## config.mk

```make
export PLATFORM = sky130hd
export DESIGN_NAME = lsu_master
export DESIGN_NICKNAME = d
export VERILOG_FILES = /design/src/rtl/lsu_master.sv
export SDC_FILE = /design/constraint.sdc
export NUM_CORES = 1
export LEC_CHECK = 0
export CAP_MARGIN = 20
export CORE_ASPECT_RATIO = 0.8
export CORE_MARGIN = 1.5
export CORE_UTILIZATION = 45
export DETAILED_ROUTE_END_ITERATION = 10
export PLACE_DENSITY = 0.83
export SLEW_MARGIN = 20
export SYNTH_ARGS = -nofsm -noshare
export SYNTH_HDL_FRONTEND = slang
export SYNTH_SLANG_ARGS = --single-unit
```

## constraint.sdc

```tcl
create_clock -name clk -period 3.5 [get_ports clk]
set_clock_uncertainty 0.2 [all_clocks]
set_input_delay 0.7 -clock clk [delete_from_list [all_inputs] [get_ports clk]]
set_output_delay 0.7 -clock clk [all_outputs]
set_load 0.1 [all_outputs]
```

## src/rtl/lsu_master.sv

```systemverilog
// Load/store initiator: one core request in, one word-wide memory access out, one response back.
// Optional misalignment trap enabled by defining LSU_MISALIGN_TRAP_EN.
module lsu_master #(
    parameter int unsigned MEM_WORDS = 1024
) (
    input  logic        clk,
    input  logic        rst_n,
    input  logic        req_valid,
    output logic        req_ready,
    input  logic        req_is_store,
    input  logic [2:0]  req_funct3,
    input  logic [31:0] req_addr,
    input  logic [31:0] req_wdata,
    output logic        mem_valid,
    input  logic        mem_ready,
    output logic [31:0] mem_addr,
    output logic        mem_we,
    output logic [3:0]  mem_wstrb,
    output logic [31:0] mem_wdata,
    input  logic [31:0] mem_rdata,
    output logic        resp_valid,
    output logic [31:0] resp_rdata,
    output logic        resp_fault
);

    typedef enum logic [1:0] {IDLE, BUS, RESP} state_t;

    state_t      state;
    logic [2:0]  funct3_q;
    logic [1:0]  lane_q;

    logic        is_byte;
    logic        is_half;
    logic        is_word;
    logic        funct3_ok;
    logic        range_fault;
    logic        align_fault;
    logic        req_fault;
    logic [1:0]  lane_off;
    logic [3:0]  st_strb;
    logic [31:0] st_data;
    logic [31:0] ld_shift;
    logic [31:0] ld_data;

    assign req_ready = (state == IDLE);

    // Request decode: size, fault detection and store lane alignment.
    always_comb begin
        is_byte     = (req_funct3[1:0] == 2'b00);
        is_half     = (req_funct3[1:0] == 2'b01);
        is_word     = (req_funct3 == 3'b010);
        if (req_is_store)
            funct3_ok = (req_funct3 == 3'b000) || (req_funct3 == 3'b001) || (req_funct3 == 3'b010);
        else
            funct3_ok = (req_funct3 != 3'b011) && (req_funct3 != 3'b110) && (req_funct3 != 3'b111);
        range_fault = (32'(req_addr[31:2]) >= MEM_WORDS);
`ifdef LSU_MISALIGN_TRAP_EN
        align_fault = (is_half && req_addr[0]) || (is_word && (req_addr[1:0] != 2'b00));
`else
        align_fault = 1'b0;
`endif
        req_fault   = !funct3_ok || range_fault || align_fault;

        lane_off = 2'b00;
        st_strb  = 4'b1111;
        st_data  = req_wdata;
        if (is_byte) begin
            lane_off = req_addr[1:0];
            st_strb  = 4'b0001 << req_addr[1:0];
            st_data  = {4{req_wdata[7:0]}};
        end else if (is_half) begin
            lane_off = {req_addr[1], 1'b0};
            st_strb  = 4'b0011 << {req_addr[1], 1'b0};
            st_data  = {2{req_wdata[15:0]}};
        end
    end

    // Load extraction from the lane offset captured at accept time.
    always_comb begin
        ld_shift = mem_rdata >> {lane_q, 3'b000};
        case (funct3_q)
            3'b000:  ld_data = {{24{ld_shift[7]}}, ld_shift[7:0]};
            3'b001:  ld_data = {{16{ld_shift[15]}}, ld_shift[15:0]};
            3'b100:  ld_data = {24'h0, ld_shift[7:0]};
            3'b101:  ld_data = {16'h0, ld_shift[15:0]};
            default: ld_data = ld_shift;
        endcase
    end

    // Control FSM with registered memory-port and response outputs.
    always_ff @(posedge clk or negedge rst_n) begin
        if (!rst_n) begin
            state      <= IDLE;
            funct3_q   <= 3'b000;
            lane_q     <= 2'b00;
            mem_valid  <= 1'b0;
            mem_addr   <= 32'h0;
            mem_we     <= 1'b0;
            mem_wstrb  <= 4'b0000;
            mem_wdata  <= 32'h0;
            resp_valid <= 1'b0;
            resp_rdata <= 32'h0;
            resp_fault <= 1'b0;
        end else begin
            case (state)
                IDLE: begin
                    if (req_valid) begin
                        funct3_q <= req_funct3;
                        lane_q   <= lane_off;
                        if (req_fault) begin
                            state      <= RESP;
                            resp_valid <= 1'b1;
                            resp_fault <= 1'b1;
                            resp_rdata <= 32'h0;
                        end else begin
                            state     <= BUS;
                            mem_valid <= 1'b1;
                            mem_addr  <= {req_addr[31:2], 2'b00};
                            mem_we    <= req_is_store;
                            mem_wstrb <= req_is_store ? st_strb : 4'b0000;
                            mem_wdata <= req_is_store ? st_data : 32'h0;
                        end
                    end
                end
                BUS: begin
                    if (mem_ready) begin
                        state      <= RESP;
                        mem_valid  <= 1'b0;
                        mem_we     <= 1'b0;
                        mem_wstrb  <= 4'b0000;
                        resp_valid <= 1'b1;
                        resp_fault <= 1'b0;
                        resp_rdata <= mem_we ? 32'h0 : ld_data;
                    end
                end
                RESP: begin
                    resp_valid <= 1'b0;
                    state      <= IDLE;
                end
                default: state <= IDLE;
            endcase
        end
    end

endmodule

```

==> results of run 1 <==
[cells in the mapped netlist, types with 2 or more instances]
cell type	instances	area, sq um
sky130_fd_sc_hd__a211oi_1	8	60.1
sky130_fd_sc_hd__buf_2	5	25.0
sky130_fd_sc_hd__nor2b_1	23	144
sky130_fd_sc_hd__clkinv_1	2	7.51
sky130_fd_sc_hd__inv_1	21	78.8
sky130_fd_sc_hd__nand2_1	52	195
sky130_fd_sc_hd__buf_4	8	60.1
sky130_fd_sc_hd__buf_6	4	45.0
sky130_fd_sc_hd__a21oi_1	16	80.1
sky130_fd_sc_hd__buf_1	2	7.51
sky130_fd_sc_hd__mux2i_1	51	510
sky130_fd_sc_hd__nor2_1	26	97.6
sky130_fd_sc_hd__nor4_2	2	25.0
sky130_fd_sc_hd__mux2_2	39	439
sky130_fd_sc_hd__a221o_1	6	60.1
sky130_fd_sc_hd__a22o_1	7	61.3
sky130_fd_sc_hd__clkbuf_1	12	45.0
sky130_fd_sc_hd__mux2_1	6	67.6
sky130_fd_sc_hd__nand3_1	2	10.0
sky130_fd_sc_hd__o21ai_0	30	150
sky130_fd_sc_hd__nor3_1	3	15.0
sky130_fd_sc_hd__a221o_2	10	113
sky130_fd_sc_hd__nor4_1	3	18.8
sky130_fd_sc_hd__dfrtp_1	109	2730
[final timing paths]
check / endpoint / startpoint / depth (start not counted)
worst min-delay path: mem_wstrb[0] / rst_n / 1
min in group clk: mem_valid / mem_valid / 1
worst max register to register: resp_rdata[25] / lane_q[1] / 5
max in group asynchronous: resp_rdata[15] / rst_n / 2
worst min register to register: mem_valid / mem_valid / 1
worst max-delay path: mem_wdata[5] / req_addr[12] / 7
[logic make-up after synthesis]
logic type	Yosys count	synth area share [%]
AOI/OAI and AO/OA	88	12.1
buffers and inverters	54	5.11
DFF	109	51.8
muxes	96	19.3
other	1	0.0712
and+or+nand+nor	121	11.6
[registers in the layout (all words and copies together), names as in the netlist]
register,count
funct3_q,3
lane_q,2
mem_addr,30
mem_valid,1
mem_wdata,32
mem_we,1
mem_wstrb,4
resp_fault,1
resp_rdata,32
resp_valid,1
state,2
[power breakdown]
group          leakage (nW)  internal [mW]  switching, mW
clock                 0.140          0.559          0.462
sequential             1.42           1.27         0.0179
combinational          2.07          0.180          0.195
[area by class of cell]
cell class / instances / area [sq um] / share of cell area [%]
sequential: 109 / 2730 / 36.4
multi-input combinational: 307 / 2270 / 30.4
timing repair buffer: 218 / 1920 / 25.6
clock buffer: 11 / 233 / 3.11
tap: 148 / 185 / 2.47
inverter: 23 / 86.3 / 1.15
clock inverter: 5 / 60.1 / 0.803
[routing by layer]
layer  vias to the layer above  track usage [%]  wire length, um
li1                       2042                -                -
met1                      2166             29.3             5970
met2                       218             39.4             6820
met3                        27             7.84             1470
met4                         0             7.43              278
met5                         -                0                0
[metrics by stage]
stage	instances	utilization (%)	hold slack [ps]
2_1_floorplan	470	-	204
3_3_place_gp	805	62.7	274
3_5_place_dp	805	62.7	275
4_1_cts	821	65.2	46.5
5_1_grt	821	65.2	54.7
6_report	821	65.2	45.0
==> flow_metrics.env, run 1 <==
export IMPL_run_status="finished, final reports clean"
export IMPL_antenna_violations_before_repair=0
export IMPL_layout_cell_area_non_filler_sq_um=7480
export IMPL_synth_lib_cells_used_distinct=46
export IMPL_cts_post_setup_buffers_inserted=0
export IMPL_vias_per_cell=5.42
export IMPL_layout_worst_path_cycle_share_pct=84.3
export IMPL_end_kind="flop"
export IMPL_setup_slack_ps=550
export IMPL_fp_dieW_um=124
export IMPL_power_leakage_nw=3.63
export IMPL_floorplan_die_area_sq_um=12400
export IMPL_clk_root_buffer_cell="sky130_fd_sc_hd__clkbuf_16"
export IMPL_antenna_cells_inserted=0
export IMPL_synth_avg_cell_area_sq_um=11.2
export IMPL_finalSetupTns_ps=0
export IMPL_pwr_density_cell_nw_per_um2=358
export IMPL_worstSetupStartpointType="input pin"
export IMPL_die_h_um=99.8
export IMPL_cts_htree_levels=3
export IMPL_floorplan_initialDensity_pct=45.9
export IMPL_finalSetupViolCount=0
export IMPL_synthesis_instances=469
export IMPL_overflow=0
export IMPL_fillCellCount=882
export IMPL_numPortBuffers=206
export IMPL_dr_first_iter_drc_count=254
export IMPL_cts_sinks=109
export IMPL_synth_area_sq_um=5270
export IMPL_layout_drive_gt1_share_pct=28.2
export IMPL_antenna_left=0
export IMPL_num_vias=4453
export IMPL_rsz0062_at_grt="no"
export IMPL_remaining_drc_errors=0
export IMPL_place_gp_congestion=0.840
export IMPL_cp_required_ps=3560
export IMPL_numCtsBuffers=9
export IMPL_timing_max_cap_violations=0
export IMPL_async_reset_ff_share_pct=100
export IMPL_layout_commonest_cell="sky130_fd_sc_hd__buf_4"
export IMPL_dominantRegCellSynth="sky130_fd_sc_hd__dfrtp_1"
export IMPL_grt_pass1_vias=4509
export IMPL_final_hold_viol_count=0
export IMPL_track_usage_pct=23.7
export IMPL_worstMarginPinSlew_ps=610
export IMPL_nNetsFinal=772
export IMPL_worst_ir_drop_vdd_v=0.000226
export IMPL_register_to_register_setup_slack_ps=1010
export IMPL_clk_insertion_delay_late_ps=340
export IMPL_critical_path_max_stage_delay_ps=460
export IMPL_cpMaxStageDelayCell="sky130_fd_sc_hd__nor4_1"
export IMPL_cells_along_the_critical_path="clkdlybuf4s50_1 -> nor4_1 -> nand4_2 -> nor4_4 -> buf_12 -> buf_4 -> mux2i_1"
export IMPL_final_critical_period_ps=2950
export IMPL_critPathBufInv=3
export IMPL_worst_path_max_fanout=60
export IMPL_p_total_mw=2.68
export IMPL_timing_critical_path_arrival_ps=3010
export IMPL_synth_ff_latch_count=109
export IMPL_route_final_wire_length_um=14500
export IMPL_post_place_ws_ps=128
export IMPL_clockBufferDepth=2
export IMPL_routed_wire_length_per_instance_um=17.7
export IMPL_synth_enable_flop_cells=0
export IMPL_cts_hold_buffers=0
export IMPL_achievable_frequency_mhz=339
export IMPL_tritoncts="yes"
export IMPL_worstHoldPathType="input pin to asynchronous set/reset pin"
export IMPL_dpl_instance_area_sq_um=7190
export IMPL_design_portCount=209
export IMPL_flow_area_growth_from_synthesis_pct=42.1
export IMPL_post_cts_resized=0
export IMPL_hpwlAfterDp_um=10800
export IMPL_core_region_area_sq_um=11500
export IMPL_max_slew_margin_pct=59.2
export IMPL_clkTransAtPathRegs_ps=70
export IMPL_grt_start_max_net_pins=90
export IMPL_yosysSeqAreaShare_pct=51.8
export IMPL_ys_warn_count=0
export IMPL_maxSlewViolCount=0
export IMPL_cp_top_family="simple AND/OR/NAND/NOR gates"
export IMPL_drt_first_pass_iters=4
export IMPL_worst_setup_path_type="input pin to flop"
export IMPL_grt_pass1_wl_um=22600
export IMPL_most_frequent_cells_in_the_layout="sky130_fd_sc_hd__buf_4, sky130_fd_sc_hd__dfrtp_1, sky130_fd_sc_hd__clkdlybuf4s50_1"
export IMPL_placementRows=35
Note: power is estimated with default switching activity, not from simulation.
==> run 2: changes to the inputs <==
--- a/config.mk
+++ b/config.mk
@@ -8,9 +8,9 @@
 export CAP_MARGIN = 20
 export CORE_ASPECT_RATIO = 0.8
 export CORE_MARGIN = 1.5
-export CORE_UTILIZATION = 45
+export CORE_UTILIZATION = 44
 export DETAILED_ROUTE_END_ITERATION = 10
-export PLACE_DENSITY = 0.83
+export PLACE_DENSITY = 0.81
 export SLEW_MARGIN = 20
 export SYNTH_ARGS = -nofsm -noshare
 export SYNTH_HDL_FRONTEND = slang
==> constraint.sdc (replaced) <==
create_clock -name clk -period 2.9 [get_ports clk]
set_clock_uncertainty 0.2 [all_clocks]
set_input_delay 0.58 -clock clk [delete_from_list [all_inputs] [get_ports clk]]
set_output_delay 0.58 -clock clk [all_outputs]
set_load 0.1 [all_outputs]
==> flow_metrics.env, run 2 (synthesis results as in run 1) <==
export IMPL_run_status="finished, final reports clean"
export IMPL_post_place_ws_ps=-85.8
export IMPL_remaining_drc_errors=0
export IMPL_rr_startpoint="lane_q[1]"
export IMPL_clk_root_buffer_cell="sky130_fd_sc_hd__clkbuf_16"
export IMPL_placementRows=35
export IMPL_numCtsBuffers=9
export IMPL_hold_end="mem_valid"
export IMPL_finalSetupTns_ps=0
export IMPL_clk_insertion_delay_late_ps=340
export IMPL_critical_path_max_stage_delay_ps=400
export IMPL_num_vias=4384
export IMPL_clockBufferDepth=2
export IMPL_routed_wire_length_per_instance_um=17.5
export IMPL_power_leakage_nw=3.69
export IMPL_r2r_worst_path_cells=5
export IMPL_layout_commonest_cell="sky130_fd_sc_hd__buf_4"
export IMPL_antenna_cells_inserted=0
export IMPL_route_final_wire_length_um=14500
export IMPL_grt_pass1_vias=4430
export IMPL_final_critical_period_ps=2620
export IMPL_area_of_combinational_cells_with_multiple_inputs_sq_um=2270
export IMPL_numPortBuffers=206
export IMPL_max_slew_margin_pct=55.9
export IMPL_grt_pass1_wl_um=22900
export IMPL_floorplan_die_area_sq_um=12600
export IMPL_finalSetupViolCount=0
export IMPL_clkTransAtPathRegs_ps=70
export IMPL_end_kind="flop"
export IMPL_worstHoldPathType="flop to flop"
export IMPL_dpl_instance_area_sq_um=7270
export IMPL_layout_worst_path_cycle_share_pct=90.3
export IMPL_grt_start_max_net_pins=40
export IMPL_seq_area_sq_um=2730
export IMPL_dr_first_iter_drc_count=214
export IMPL_cts_sinks=109
export IMPL_setup_slack_ps=281
export IMPL_timing_max_cap_violations=0
export IMPL_worstSetupStartpointType="input pin"
export IMPL_worst_setup_path_type="input pin to flop"
export IMPL_cts_post_setup_buffers_inserted=0
export IMPL_track_usage_pct=23.1
export IMPL_worst_path_max_fanout=36
export IMPL_layout_top_registers="mem_wdata (32), resp_rdata (32), mem_addr (30)"
export IMPL_antenna_left=0
export IMPL_achievable_frequency_mhz=382
export IMPL_rr_endpoint="resp_rdata[30]"
export IMPL_worstMarginPinSlew_ps=660
export IMPL_fillCellCount=880
export IMPL_vias_per_cell=5.29
export IMPL_die_h_um=101
export IMPL_critPathBufInv=3
export IMPL_layout_cell_area_non_filler_sq_um=7580
export IMPL_pwr_density_cell_nw_per_um2=433
export IMPL_flow_area_growth_from_synthesis_pct=44.0
export IMPL_rsz0062_at_grt="no"
export IMPL_antenna_violations_before_repair=0
export IMPL_hold_path_startpoint="mem_valid"
export IMPL_most_frequent_cells_in_the_layout="sky130_fd_sc_hd__buf_4, sky130_fd_sc_hd__dfrtp_1, sky130_fd_sc_hd__clkdlybuf4s50_1"
export IMPL_drt_first_pass_iters=4
export IMPL_cp_top_family="simple AND/OR/NAND/NOR gates"
export IMPL_floorplan_initialDensity_pct=45.4
export IMPL_whs_path_depth=1
export IMPL_maxSlewViolCount=0
export IMPL_timing_critical_path_arrival_ps=2670
export IMPL_cts_htree_levels=3
export IMPL_worst_path_stages=7
export IMPL_cpMaxStageDelayCell="sky130_fd_sc_hd__clkdlybuf4s50_1"
export IMPL_worst_hold_slack_ps=283
export IMPL_fp_dieW_um=125
export IMPL_cp_required_ps=2960
export IMPL_design_portCount=209
export IMPL_final_hold_viol_count=0
export IMPL_overflow=0
export IMPL_crit_path_frequent_cell="sky130_fd_sc_hd__buf_12"
export IMPL_layout_drive_gt1_share_pct=29.1
export IMPL_worst_ir_drop_vdd_v=0.000247
export IMPL_register_to_register_setup_slack_ps=460
export IMPL_cells_along_the_critical_path="clkdlybuf4s50_1 -> nor4_1 -> nand4_2 -> nor4_4 -> buf_12 -> buf_12 -> mux2i_1"
export IMPL_tritoncts="yes"
export IMPL_nNetsFinal=780
export IMPL_hpwlAfterDp_um=10800
export IMPL_place_gp_congestion=0.844
export IMPL_post_cts_resized=0
export IMPL_core_region_area_sq_um=11600
run 2: changes by cell type in the layout (fill, tap and decap cells not counted):
| cell | change |
|---|---|
| sky130_fd_sc_hd__inv_8 | +1 |
| sky130_fd_sc_hd__clkinvlp_4 | -1 |
| sky130_fd_sc_hd__inv_6 | +2 |
| sky130_fd_sc_hd__clkbuf_1 | -1 |
| sky130_fd_sc_hd__buf_4 | +5 |
| sky130_fd_sc_hd__clkinv_2 | -1 |
| sky130_fd_sc_hd__dlygate4sd3_1 | +1 |
| sky130_fd_sc_hd__buf_12 | +2 |
run 2: worst max path at each step:
stage | from | endpoint
global route | req_addr[12] | mem_wstrb[2]
CTS | req_addr[12] | mem_wstrb[2]
detailed placement | req_addr[12] | mem_wdata[31]
floorplan | state[0] | req_ready
finish | req_addr[12] | mem_wstrb[2]
global placement | req_addr[13] | mem_addr[11]
run 2: timing repair:
action                                 4_1_cts  5_1_grt
setup endpoints to repair                    0        0
endpoints found under the hold margin       27        0
hold buffers                                 1        0
run 2: stage by stage:
stage,util (%),total power [mW],cells
floorplan,-,1.79,470
global placement,62.6,2.03,812
detailed placement,62.6,2.04,812
CTS,65.3,3.32,829
global route,65.3,3.43,829
finish,65.3,3.29,829
run 2: final cells by class:
cell class | count | area share (%)
repair buffers | 226 | 26.4
clock inverters | 6 | 1.01
flip-flops and latches | 109 | 36.0
well taps | 148 | 2.44
clock buffers | 10 | 3.02
multi-input cells | 307 | 30.0
inverters | 23 | 1.14
run 2: metal layers:
metal | up-vias | global-route usage, % | wire length, um
met5 | - | 0 | 0
met4 | 0 | 5.59 | 161
met3 | 14 | 8.92 | 1500
met2 | 202 | 37.8 | 6720
met1 | 2116 | 29.0 | 6120
li1 | 2052 | - | -
run 2: where the power goes:
| part | total (mW) | internal, mW | switching [mW] |
|---|---|---|---|
| logic | 0.466 | 0.226 | 0.241 |
| clock network | 1.27 | 0.688 | 0.583 |
| registers | 1.55 | 1.53 | 0.0191 |
| total | 3.29 | 2.44 | 0.843 |
run 2: worst reg2reg max path, cell delays in order, from the launching register on:
cell and delay [ps]:
sky130_fd_sc_hd__dfrtp_1 640, sky130_fd_sc_hd__clkinv_1 420, sky130_fd_sc_hd__o31ai_1 440, sky130_fd_sc_hd__a2111oi_2 110
sky130_fd_sc_hd__buf_4 210, sky130_fd_sc_hd__a221o_2 310
==> RTL change 1: new RTL, flow settings as in run 1 <==
The option `LSU_MISALIGN_TRAP_EN` is turned on by a define.
--- a/src/rtl/lsu_master.sv
+++ b/src/rtl/lsu_master.sv
@@ -1,5 +1,7 @@
 // Load/store initiator: one core request in, one word-wide memory access out, one response back.
 // Optional misalignment trap enabled by defining LSU_MISALIGN_TRAP_EN.
+`define LSU_MISALIGN_TRAP_EN
+
 module lsu_master #(
     parameter int unsigned MEM_WORDS = 1024
 ) (
Check against the original RTL: not equivalent (a bounded check fails within 4 cycles, from zero or initial values and one cycle with rst_n low).
==> RTL change 1 against run 1 <==
- clock power fell by 5%
- wire length fell by 0.35%
- hold slack better by 0.085 ns
- critical path depth fell by 1
- worst setup slack improved by 0.12 ns
- largest power group unchanged
- sequential share of layout area fell by 0.28 points
- sequential cell count did not move
- synthesized area rose by 0.45%
- cell area rose by 0.79%
- total power fell by 0.88%
- die area up 0.44%
==> RTL change 1: results (changes against run 1) <==
status:
  status: "completed"
sta:
  worstMarginPinSlew_ns: 0.753  # +0.143 ns
  period_share_pct: 80.7  # -3.6 points
  worst_hold_slack_ns: 0.130  # +0.0850 ns
global_route:
  grt_pass1_wl_mm: 23.8  # +5.3%
  grt_pass1_vias: 4636  # +2.8%
yosys:
  ys_seq_area_share_pct: 51.5  # -0.23 points
  synth.area.top_cells: "dfrtp_1 52%, mux2_2 11%, mux2i_1 6.4%, nand2_1 5.6%, o21ai_0 5.6%"
  synth_cells: 505  # +7.7%
  synth_commonest_cells: "109 x dfrtp_1, 79 x nand2_1, 59 x o21ai_0, 50 x mux2_2, 34 x mux2i_1"
placed_design:
  post_dp_cell_area_um2: 7260  # +0.96%
  dp_hpwl_mm: 10.7  # -1.1%
  gp_congestion: 0.845  # +0.52%
  pre_cts_slack_ns: 0.351  # +0.222 ns
  placed_cells: 838  # +4.1%
detailed_routing:
  vias: 4584  # +2.9%
  via_per_inst: 5.37  # -1.0%
power_and_ir_drop:
  switching_power_mw: 0.697  # +3.3%
  pg_clk_mw: 0.968  # -5%
  vdd_drop_max_v: 0.000211  # -6.7%
worst_setup_path:
  endpoint: "resp_rdata[16]"
  worst_r2r_startpoint: "lane_q[0]"
  worstPathMaxFanout: 8  # -87%
  reg2reg_slack_ns: 0.88  # -0.13 ns
final_layout:
  layout-drive-gt1-share_pct: 27.2  # -1.0 points
  finalNetCount: 805  # +4.3%
## RTL change 1: critical path, cell delays in order
cell	delay, ns
clkdlybuf4s50_1	0.60
mux2i_1	0.15
mux4_2	0.51
or4_1	0.62
o21ai_0	0.14
mux2_2	0.18
## RTL change 1: routing by layer
layer	GRT usage (%)	wire (um)	up-vias
li1	-	-	2143
met1	31.9	6320	2227
met2	38.0	6820	203
met3	6.72	1210	11
met4	5.39	133	0
met5	0	0	-
## RTL change 1: final cells by class
type,count,area (um2)
clock buffers,9,225
repair buffers,221,1940
well taps,148,185
flip-flops and latches,109,2730
clock inverters,7,57.6
inverters,10,37.5
fillers,916,3930
multi-input cells,350,2370
## RTL change 1: cells by family after synthesis
logic type / synth area share (%)
and+or+nand+nor: 14.6
other: 0.0709
buffers and inverters: 3.88
AOI/OAI and AO/OA: 11.6
DFF: 51.5
muxes: 18.3
==> RTL change 2: new RTL, config.mk and constraints of run 1 <==
Made on the original files. Register the output `resp_fault` once more, with the module's reset; this adds one clock of latency there. The other outputs are not delayed to match.
--- a/src/rtl/lsu_master.sv
+++ b/src/rtl/lsu_master.sv
@@ -24,6 +24,8 @@
 );
 
     typedef enum logic [1:0] {IDLE, BUS, RESP} state_t;
+
+    logic resp_fault_s0;
 
     state_t      state;
     logic [2:0]  funct3_q;
@@ -100,7 +102,7 @@
             mem_wdata  <= 32'h0;
             resp_valid <= 1'b0;
             resp_rdata <= 32'h0;
-            resp_fault <= 1'b0;
+            resp_fault_s0 <= 1'b0;
         end else begin
             case (state)
                 IDLE: begin
@@ -110,7 +112,7 @@
                         if (req_fault) begin
                             state      <= RESP;
                             resp_valid <= 1'b1;
-                            resp_fault <= 1'b1;
+                            resp_fault_s0 <= 1'b1;
                             resp_rdata <= 32'h0;
                         end else begin
                             state     <= BUS;
@@ -129,7 +131,7 @@
                         mem_we     <= 1'b0;
                         mem_wstrb  <= 4'b0000;
                         resp_valid <= 1'b1;
-                        resp_fault <= 1'b0;
+                        resp_fault_s0 <= 1'b0;
                         resp_rdata <= mem_we ? 32'h0 : ld_data;
                     end
                 end
@@ -142,5 +144,13 @@
         end
     end
 
+    always_ff @(posedge clk or negedge rst_n) begin
+        if (!rst_n) begin
+            resp_fault <= '0;
+        end else begin
+            resp_fault <= resp_fault_s0;
+        end
+    end
+
 endmodule
 
Function: changed (a bounded check fails within 4 cycles, from zero or initial values and one cycle with rst_n low).
==> RTL change 2 against run 1 <==
- wire length is 0.85% higher
- count of clock-buffer cells in the layout is 2 lower
- register-to-register slack worse by 0.13 ns
- total power is 1.1% lower
- cell area is 0.30% higher
- die area is 0.46% higher
- global-route usage hardly changed
- synthesized area is 0.48% higher
- sequential share of layout area is 0.22 points higher
- sequential cell count is 1 higher
- worst setup slack better by 0.085 ns
- largest power group unchanged
==> RTL change 2: results (changes against run 1) <==
clock_tree:
  clkTransAtPathRegs_ns: 0.07  # about the same
  cts-buffers-inserted: 9  # unchanged
  htreeDepth: 3  # unchanged
  clk_path_buf_depth: 2  # unchanged
  cts.repair.resized: 0  # unchanged
  insertion_delay_ns: 0.34  # about the same
power_and_ir_drop:
  internal_power_mw: 1.95  # -2.7%
  sequentialPowerShare_pct: 48.7  # +0.8 points
  vdd_drop_max_v: 0.000235  # +4.2%
  total_leakage_power_nw: 3.64  # +0.41%
  pwr-share-clk_pct: 36.9  # -1.2 points
yosys:
  async_flop_share_pct: 100  # unchanged
  synth_cells: 470  # +0.21%
  synthFlopType: "dfrtp_1"
  synth.area.top_cells: "dfrtp_1 52%, mux2i_1 9.6%, mux2_2 8.3%, nand2_1 3.7%, o21ai_0 2.8%"
  synth_commonest_cells: "110 x dfrtp_1, 52 x nand2_1, 51 x mux2i_1, 39 x mux2_2, 30 x o21ai_0"
  ys_seq_area_share_pct: 52.0  # +0.23 points
worst_setup_path:
  crit_path_top_delay_cell: "nor4_1"
  cp.arrival_ns: 2.93  # -0.08 ns
  r2r_cells: 5  # unchanged
  worstPathMaxFanout: 53  # -12%
  critPathMaxStageDelay_ns: 0.41  # -0.05 ns
sta:
  hold_viol: 0  # unchanged
  worstMarginPinSlew_ns: 0.640  # +0.0303 ns
final_layout:
  layout-drive-gt1-share_pct: 28.6  # +0.36 points
  fillers: 873  # -1.0%
  diodes: 0  # unchanged
  finalNetCount: 774  # +0.26%
  top_regs: "mem_wdata (32), resp_rdata (32), mem_addr (30)"
placed_design:
  pre_cts_slack_ns: 0.217  # +0.0890 ns
  port_buffers: 206  # unchanged
  placed_cells: 807  # +0.25%
  dp_hpwl_mm: 11.0  # +1.5%
  gp_congestion: 0.852  # +1.4%
detailed_routing:
  routedWlPerCell_um: 17.8  # +0.60%
  drt-pass1-iter-count: 5  # +1
  wl_mm: 14.7  # +0.85%
  vias: 4452  # -0.022%
  drt_iter0_drc: 295  # +16%
status:
  status: "completed"
global_route:
  grt_pass1_wl_mm: 23.5  # +4.2%
  antenna_found_initial: 0  # unchanged
  grt_max_degree: 69  # -23%
  track_usage_pct: 23.7  # about the same
min_path:
  hp-class: "in2async"
-- RTL change 2: changes by cell type after synthesis --
| cell | run 1 | this run |
|---|---|---|
| dfrtp_1 | 109 | 110 |
-- RTL change 2: worst paths after layout --
path / slack (ns) / startpoint / to
setup / recovery: 0.64 / req_addr[12] / mem_wdata[28]
hold / removal: 0.15 / rst_n / resp_rdata[12]
setup reg to reg: 0.88 / lane_q[1] / resp_rdata[25]
hold reg to reg: 0.18 / resp_fault_s0 / resp_fault
max in group asynchronous: 2.20 / rst_n / mem_addr[19]
min in group clk: 0.18 / resp_fault_s0 / resp_fault
-- RTL change 2: cell families after synthesis --
logic type      share of synthesized area (%)
simple gates                             11.6
flops                                    52.0
mux                                      19.2
compound gates                           12.1
buf+inv                                  5.08
other cells                            0.0709
-- RTL change 2: cell type report --
class                   count  area share, %
clock inverters             7          0.767
flip-flops and latches    110           36.7
clock buffers               9           3.00
inverters                  23           1.15
repair buffers            219           25.6
well taps                 148           2.47
multi-input cells         307           30.3
-- RTL change 2: through the flow --
stage | util [%] | power, mW | cell area (um2)
after global routing | 65.4 | 2.75 | 7510
after detailed placement | 63.0 | 1.70 | 7220
after CTS | 65.4 | 2.66 | 7510
final | 65.4 | 2.65 | 7510
after global placement | 63.0 | 1.69 | 7220
after floorplan | - | 1.49 | 5300
-- RTL change 2: critical path, delay by kind of cell --
kind	cells	cell delay, ns
AND/OR/NAND/NOR	3	1.02
buffers and inverters	3	0.96
multiplexers	1	0.22
-- RTL change 2: routing by layer --
metal | wire, um | vias to the layer above | global-route usage [%] | part of all wire [%]
met5 | 0 | - | 0 | 0
met4 | 264 | 0 | 6.72 | 1.8
met3 | 1410 | 28 | 8.69 | 9.6
met2 | 6770 | 222 | 37.9 | 46
met1 | 6220 | 2157 | 30.6 | 42
li1 | - | 2045 | - | -
